$ cat config.mk
export PLATFORM = sky130hd
export DESIGN_NAME = b1_sync_fifo
export DESIGN_NICKNAME = d
export VERILOG_FILES = /design/src/rtl/b1_sync_fifo.sv
export SDC_FILE = /design/constraint.sdc
export NUM_CORES = 2
export LEC_CHECK = 0
export CORE_UTILIZATION = 59
export CTS_BUF_LIST = sky130_fd_sc_hd__clkbuf_4
export CTS_CLUSTER_DIAMETER = 40
export CTS_CLUSTER_SIZE = 16
export DETAILED_ROUTE_END_ITERATION = 12
export PLACE_DENSITY = 0.75
export SLEW_MARGIN = 5
export SYNTH_ARGS = -nofsm -noshare
export SYNTH_HDL_FRONTEND = slang
export SYNTH_SLANG_ARGS = --single-unit
$ cat constraint.sdc
create_clock -name clk_i -period 4.96 [get_ports clk_i]
set_clock_uncertainty 0.15 [all_clocks]
set_input_delay 0.744 -clock clk_i [delete_from_list [all_inputs] [get_ports clk_i]]
set_output_delay 0.744 -clock clk_i [all_outputs]
set_load 0.03 [all_outputs]
$ cat src/rtl/b1_sync_fifo.sv
// Single-clock FIFO, cycle-equivalent to the vendor scfifo in legacy mode with
// overflow/underflow protection. Define B1_SYNC_FIFO_ERR_FLAGS_EN to add sticky ovf_o/udf_o.
module b1_sync_fifo #(
   parameter int    DWIDTH    = 8,
   parameter int    AWIDTH    = 8,
   parameter string SHOWAHEAD = "ON"
) (
   input  logic              clk_i,
   input  logic              srst_i,
   input  logic              wrreq_i,
   input  logic              rdreq_i,
   input  logic [DWIDTH-1:0] data_i,
   output logic [DWIDTH-1:0] q_o,
   output logic              empty_o,
   output logic              full_o,
   output logic [AWIDTH-1:0] usedw_o
`ifdef B1_SYNC_FIFO_ERR_FLAGS_EN
   ,
   output logic              ovf_o,
   output logic              udf_o
`endif
);

   localparam int              DEPTH      = 2**AWIDTH;
   localparam bit              SHOW_AHEAD = (SHOWAHEAD == "ON");
   localparam logic [AWIDTH:0]   CNT_ONE  = {{AWIDTH{1'b0}}, 1'b1};
   localparam logic [AWIDTH:0]   CNT_FULL = {1'b1, {AWIDTH{1'b0}}};
   localparam logic [AWIDTH-1:0] PTR_ONE  = {{(AWIDTH-1){1'b0}}, 1'b1};

   logic [DWIDTH-1:0] mem [DEPTH];

   logic [AWIDTH-1:0] wr_ptr_reg, wr_ptr_next;
   logic [AWIDTH-1:0] rd_ptr_reg, rd_ptr_next;
   logic [AWIDTH:0]   count_reg,  count_next;
   logic              empty_reg;
   logic              full_reg;
   logic [AWIDTH-1:0] usedw_reg;
   logic [DWIDTH-1:0] q_reg;
   logic              wr_en;
   logic              rd_en;

   // Requests are qualified by the registered flags, so a full FIFO drops writes
   // even when a read is accepted in the same cycle (and likewise for empty).
   assign wr_en = wrreq_i & ~full_reg;
   assign rd_en = rdreq_i & ~empty_reg;

   always_comb begin
      wr_ptr_next = wr_ptr_reg + (wr_en ? PTR_ONE : '0);
      rd_ptr_next = rd_ptr_reg + (rd_en ? PTR_ONE : '0);
      count_next  = count_reg;
      case ({wr_en, rd_en})
         2'b10:   count_next = count_reg + CNT_ONE;
         2'b01:   count_next = count_reg - CNT_ONE;
         default: count_next = count_reg;
      endcase
   end

   always_ff @(posedge clk_i) begin
      if (srst_i && wr_en) begin
         mem[wr_ptr_reg] <= data_i;
      end
   end

   always_ff @(posedge clk_i) begin
      if (!srst_i) begin
         wr_ptr_reg <= '0;
         rd_ptr_reg <= '0;
         count_reg  <= '0;
         empty_reg  <= 1'b1;
         full_reg   <= 1'b0;
         usedw_reg  <= '0;
      end else begin
         wr_ptr_reg <= wr_ptr_next;
         rd_ptr_reg <= rd_ptr_next;
         count_reg  <= count_next;
         empty_reg  <= (count_next == '0);
         full_reg   <= (count_next == CNT_FULL);
         usedw_reg  <= count_next[AWIDTH-1:0];
      end
   end

   generate
      if (SHOW_AHEAD) begin : g_showahead
         logic [DWIDTH-1:0] head_word;

         // The next head is the word just being written when it lands at the
         // post-edge read address (write into empty, or write+read at count 1).
         assign head_word = (wr_en && (wr_ptr_reg == rd_ptr_next)) ? data_i
                                                                   : mem[rd_ptr_next];

         always_ff @(posedge clk_i) begin
            if (!srst_i) begin
               q_reg <= '0;
            end else if (count_next != '0) begin
               q_reg <= head_word;
            end
         end
      end else begin : g_normal
         always_ff @(posedge clk_i) begin
            if (!srst_i) begin
               q_reg <= '0;
            end else if (rd_en) begin
               q_reg <= mem[rd_ptr_reg];
            end
         end
      end
   endgenerate

`ifdef B1_SYNC_FIFO_ERR_FLAGS_EN
   logic ovf_reg;
   logic udf_reg;

   // Sticky until reset; raised by the raw request, not the qualified enable.
   always_ff @(posedge clk_i) begin
      if (!srst_i) begin
         ovf_reg <= 1'b0;
         udf_reg <= 1'b0;
      end else begin
         if (wrreq_i && full_reg) begin
            ovf_reg <= 1'b1;
         end
         if (rdreq_i && empty_reg) begin
            udf_reg <= 1'b1;
         end
      end
   end

   assign ovf_o = ovf_reg;
   assign udf_o = udf_reg;
`endif

   assign q_o     = q_reg;
   assign empty_o = empty_reg;
   assign full_o  = full_reg;
   assign usedw_o = usedw_reg;

endmodule

After elaboration in Yosys (flattened, before gate mapping)
Memory sizes are Yosys's and may differ from the RTL's. A register that Yosys moved wholly into a read port is not among the register bits. Index checks and enable logic that the tools add are counted.

Register bits after elaboration: 35. Output and inout bits: 18. Bits of input ports: 12. Memories kept: 1. Word-level logic and storage cells: 27. RAM bits: 2048.

Memories: mem (words 256, bits a word 8, rd ports 1, clocked after Yosys merged registers in 1, wr ports 1, RTL line 30) `logic [DWIDTH-1:0] mem [DEPTH];`.

Bitwise logic cells: 4. Reduce and logical (&&, ||, !) cells: 4. Eq/ne operators: 3. Multiplexer cells: 5. $add $sub $neg: 4.

Operators by type and width (number): $pmux W9 S2 (1); $add A8 B1 Y8 (2); $add A9 B1 Y9 const B (1); $eq A9 B9 Y1 const B (1); $logic_not A9 Y1 (1); $reduce_bool A9 Y1 (1); $sub A9 B1 Y9 const B (1); $mux W1 (4); $and A1 B1 Y1 (2); $eq A2 B1 Y1 const B (1); $eq A2 B2 Y1 const B (1); $not A1 Y1 (2); $logic_and A1 B1 Y1 (1); $logic_not A1 Y1 (1).

Logic depth before layout (Yosys ltp)
Depth after elaboration: 5. Gate-level depth with buffers: 16. Gate-level depth less buffers: 14.

Least setup slack after synthesis
Ideal clock, no wire load.

Path kind: input port to flip-flop. Start point: input rdreq_i. End point: register q_reg[1] (netlist: q_o[1]), read port of mem. Required time: 4684 ps. Cell stages on the path: 16. Buffers on the path: 2. Slack: 1000 ps. Arrival: 3684 ps. Library setup time: 126 ps. Cell sequence: nand2b_4 > inv_4 > nand2_1 > clkbuf_1 > xnor2_1 > ha_1 > or4b_1 > a2111oi_0 > o31a_1 > nor2_1 > a31oi_1 > and4bb_1 > nand4_2 > buf_2 > o21ai_1 > a31oi_1.

Cells in the longest elaborated chain, start to end: 4. Elaborated cells on any way between the ends: 7. Those cells by class: add/sub (1); eq/ne (2); mux (2); bitwise (1); reduce/logical (1).

RTL lines: from (decl) (RTL line 11) `input logic rdreq_i,`; $and A1 B1 Y1 * (RTL line 45) `assign rd_en = rdreq_i & ~empty_reg;`; parallel branches: the longest is 3 deep, another holds $add A8 B1 Y8; to (decl) (RTL line 38) `logic [DWIDTH-1:0] q_reg;`.

Mark *: on every way between the ends. A chain may end at the register's enable or synchronous reset.

Final worst setup path
Start point: register empty_reg (netlist: empty_o). End point: register q_reg[1] (netlist: q_o[1]), read port of mem.

Elaborated cells on any way between the ends: 8. Those cells by class: add/sub (1); eq/ne (2); mux (2); bitwise (2); reduce/logical (1).

RTL lines: from (decl) (RTL line 35) `logic empty_reg;`; from (signal assigned) (RTL line 76) `empty_reg <= (count_next == '0);`; $not A1 Y1 (RTL line 45); $and A1 B1 Y1 (RTL line 45); $mux W1 (RTL line 49) `rd_ptr_next = rd_ptr_reg + (rd_en ? PTR_ONE : '0);`; $add A8 B1 Y8 (RTL line 49); net rd_ptr_next[1] (RTL line 33) `logic [AWIDTH-1:0] rd_ptr_reg, rd_ptr_next;`.

The timed path passes the listed nets, and every way through them passes these cells.

==> run summary <==
min Tclk post-route: 4.61 ns
CP max stage cell: a221oi_1
Vias: 42888
pre-CTS setup slack: -0.201 ns
PnR worst setup slack: 0.352 ns
H-tree levels: 4
WP depth: 12
Clock Path Buffers: 3
TritonCTS clock tree: built
sequential-to-total area share from yosys stat: 75.9%
Synth top area share: 75.0%
Crit path buffers/inverters: 2
f_max: 217 MHz
Largest register FFs: 2048
Total Routed Length: 198000 µm
crit-path max FO: 91
ys flop type: edfxtp_1
GPL Wtd Cong: 0.948
Top Ports: 30
Clock Sink Count: 2083
register area: 62200 µm²
Synth Register Bits: 2083
CTS resizes: 0
PortBufs: 29
total CTS buffers: 212
DP HPWL: 126000 µm
Post-synth top cells: edfxtp_1, nor2_1, mux4_2
synth top area cells: edfxtp_1, mux4_2, nor2_1, mux2i_1, dfxtp_1
Max-slew headroom: 19.3%
die height: 375 µm
gr ovfl total: 0
antenna viol nets, final: 0
number of synthesis warnings: 0
Synth area leader: edfxtp_1
fill cell count: 9007
area grow syn2layout: 8.40%
status: finished clean
die area: 140000 µm²
FP Rows: 136
RSZ-0062 raised after global routing: no
PwrDens: 412 nW/µm²
Max IR drop VDD: 261 µV
Pins Over Slew Limit: 0
Die X: 375 µm
Wirelength per Cell: 30.7 µm
CP peak stage delay: 0.88 ns
Mapped Cells: 4302
syn_area_per_cell: 19.0 µm²
Worst Setup End Kind: register
Synth Cell Area: 81900 µm²
drt first-iter violations: 6196
worst reg2reg endpoint: q_o[1]
post-synthesis cell type count: 85
vias in the first global route: 42622
CP delay by family, top: compound AO/OA/AOI/OAI gates
HP Class: primary input to register
flop2flop setup slack: 0.35 ns
Slew @ Worst Pin: 1.21 ns
setup TNS: 0 ns
Critical Path Sink: q_o[1]
post-layout util: 64.5%
maxcap violations: 0
Worst Path Required: 6.00 ns
global-route wire length before repair: 289000 µm
asr flop ratio synth: 0%
CP Data Arrival Time: 5.64 ns
root buf cell: clkbuf_4
Initial Util: 59.5%
Total Power: 36600 µW
Post-synth EDFFs: 2048
vias per cell: 6.66
final setup fails: 0
total track usage: 28.6%
number of iterations in the first detailed-routing pass: 8
Tcrit/Tclk final: 92.9%
DRC viols: 0
count leader, synth: edfxtp_1
area taken by multi-input logic gates: 18300 µm²
Pleak: 0.0276 µW
Worst-path clk slew: 0.14 ns
crit-path cells: nand2b_4 -> inv_4 -> and2_1 -> ha_4 -> buf_12 -> mux4_2 -> a221oi_1 -> o211ai_1 -> and4_1 -> o2111a_1 -> nand4_1 -> a31oi_1
final net count: 4469
antenna violations before repair: 12
crit start category: register
fraction of layout cells with a size suffix above 1: 22.5%
WS Path Type: register to register
reg2reg start: empty_o
synthesized net count: 4320
final hold violations: 0
crit path launch: empty_o
R2R depth: 12
pin count of the biggest net entering global routing: 143
insertion delay to the later sink of the worst-skew pair: 1.30 ns
core area: 138000 µm²
-- metrics by stage --
| step | cells | hold WS, ns | area, µm² |
|---|---|---|---|
| 5_1_grt | 6437 | 0.288 | 88800 |
| 3_5_place_dp | 6022 | 0.501 | 84900 |
| 6_report | 6438 | 0.366 | 88800 |
| 4_1_cts | 6433 | 0.234 | 88800 |
| 3_3_place_gp | 6022 | 0.489 | 84900 |
| 2_1_floorplan | 4302 | 0.405 | 81900 |
-- layer usage --
| layer | share of wire, % | track usage (%) |
|---|---|---|
| met4 | 4.2 | 11.3 |
| met5 | 0.038 | 0 |
| met2 | 47 | 44.0 |
| met3 | 11 | 6.89 |
| met1 | 37 | 39.9 |
-- power by group --
part | total [µW] | internal (µW) | switching [µW] | leakage (µW)
Clock | 10500 | 4330 | 6200 | 0.00203
Combinational | 6520 | 3060 | 3450 | 0.00683
Sequential | 19600 | 19400 | 184 | 0.0187
Total | 36600 | 26800 | 9830 | 0.0276
-- final cells by class --
class,count,area share [%]
multi-input combinational,1927,20.6
clock inverter,169,2.30
timing repair buffer,214,2.52
clock buffer,233,1.97
tap,1794,2.53
sequential,2083,70.0
antenna,5,0.0141
inverter,13,0.0577
-- worst reg2reg max path, delay by kind of cell, from the launching register on --
kind	cells	cell delay (ns)
AO/OA/AOI/OAI	4	1.36
adder cells (fa/ha/maj)	1	0.50
buffers and inverters	2	0.59
flip-flops	1	0.56
multiplexers	1	0.55
AND/OR/NAND/NOR	4	0.78
-- kinds of logic after synthesis --
logic type,synth area share [%]
fa+ha+maj,0.0916
buf+inv,1.88
mux,13.5
compound gates,3.34
simple gates,4.92
xor+xnor,0.333
flops,75.9
-- how the worst min path moves through the flow --
stage | startpoint | to | slack (ns) | cells after the start
finish | data_i[7] | mem[121][7] | 0.37 | 2
global placement | q_o[1] | q_o[1] | 0.49 | 2
global route | data_i[7] | mem[120][7] | 0.29 | 2
CTS | wrreq_i | count_reg[1] | 0.23 | 7
detailed placement | count_reg[6] | count_reg[6] | 0.50 | 3
floorplan | wr_ptr_reg[1] | wr_ptr_reg[1] | 0.41 | 2
-- layout by cell type, fill, tap and decap left out, types with 32 or more instances in the layout --
cell	n
edfxtp_1	2048
nor2_1	510
mux4_2	413
clkbuf_4	233
nand2_1	162
mux2i_1	138
buf_4	136
o22ai_1	97
nand3_1	73
a21oi_1	51
o22a_1	44
nand4_1	43
a31oi_1	43
buf_12	40
dfxtp_1	35
bufinv_16	33
mux2_2	32
-- repair_timing --
item,CTS,global route
hold endpoints to repair,906,0
hold buffers,9,0
buffers inserted,0,0
Power figures use the tool's default switching activity.
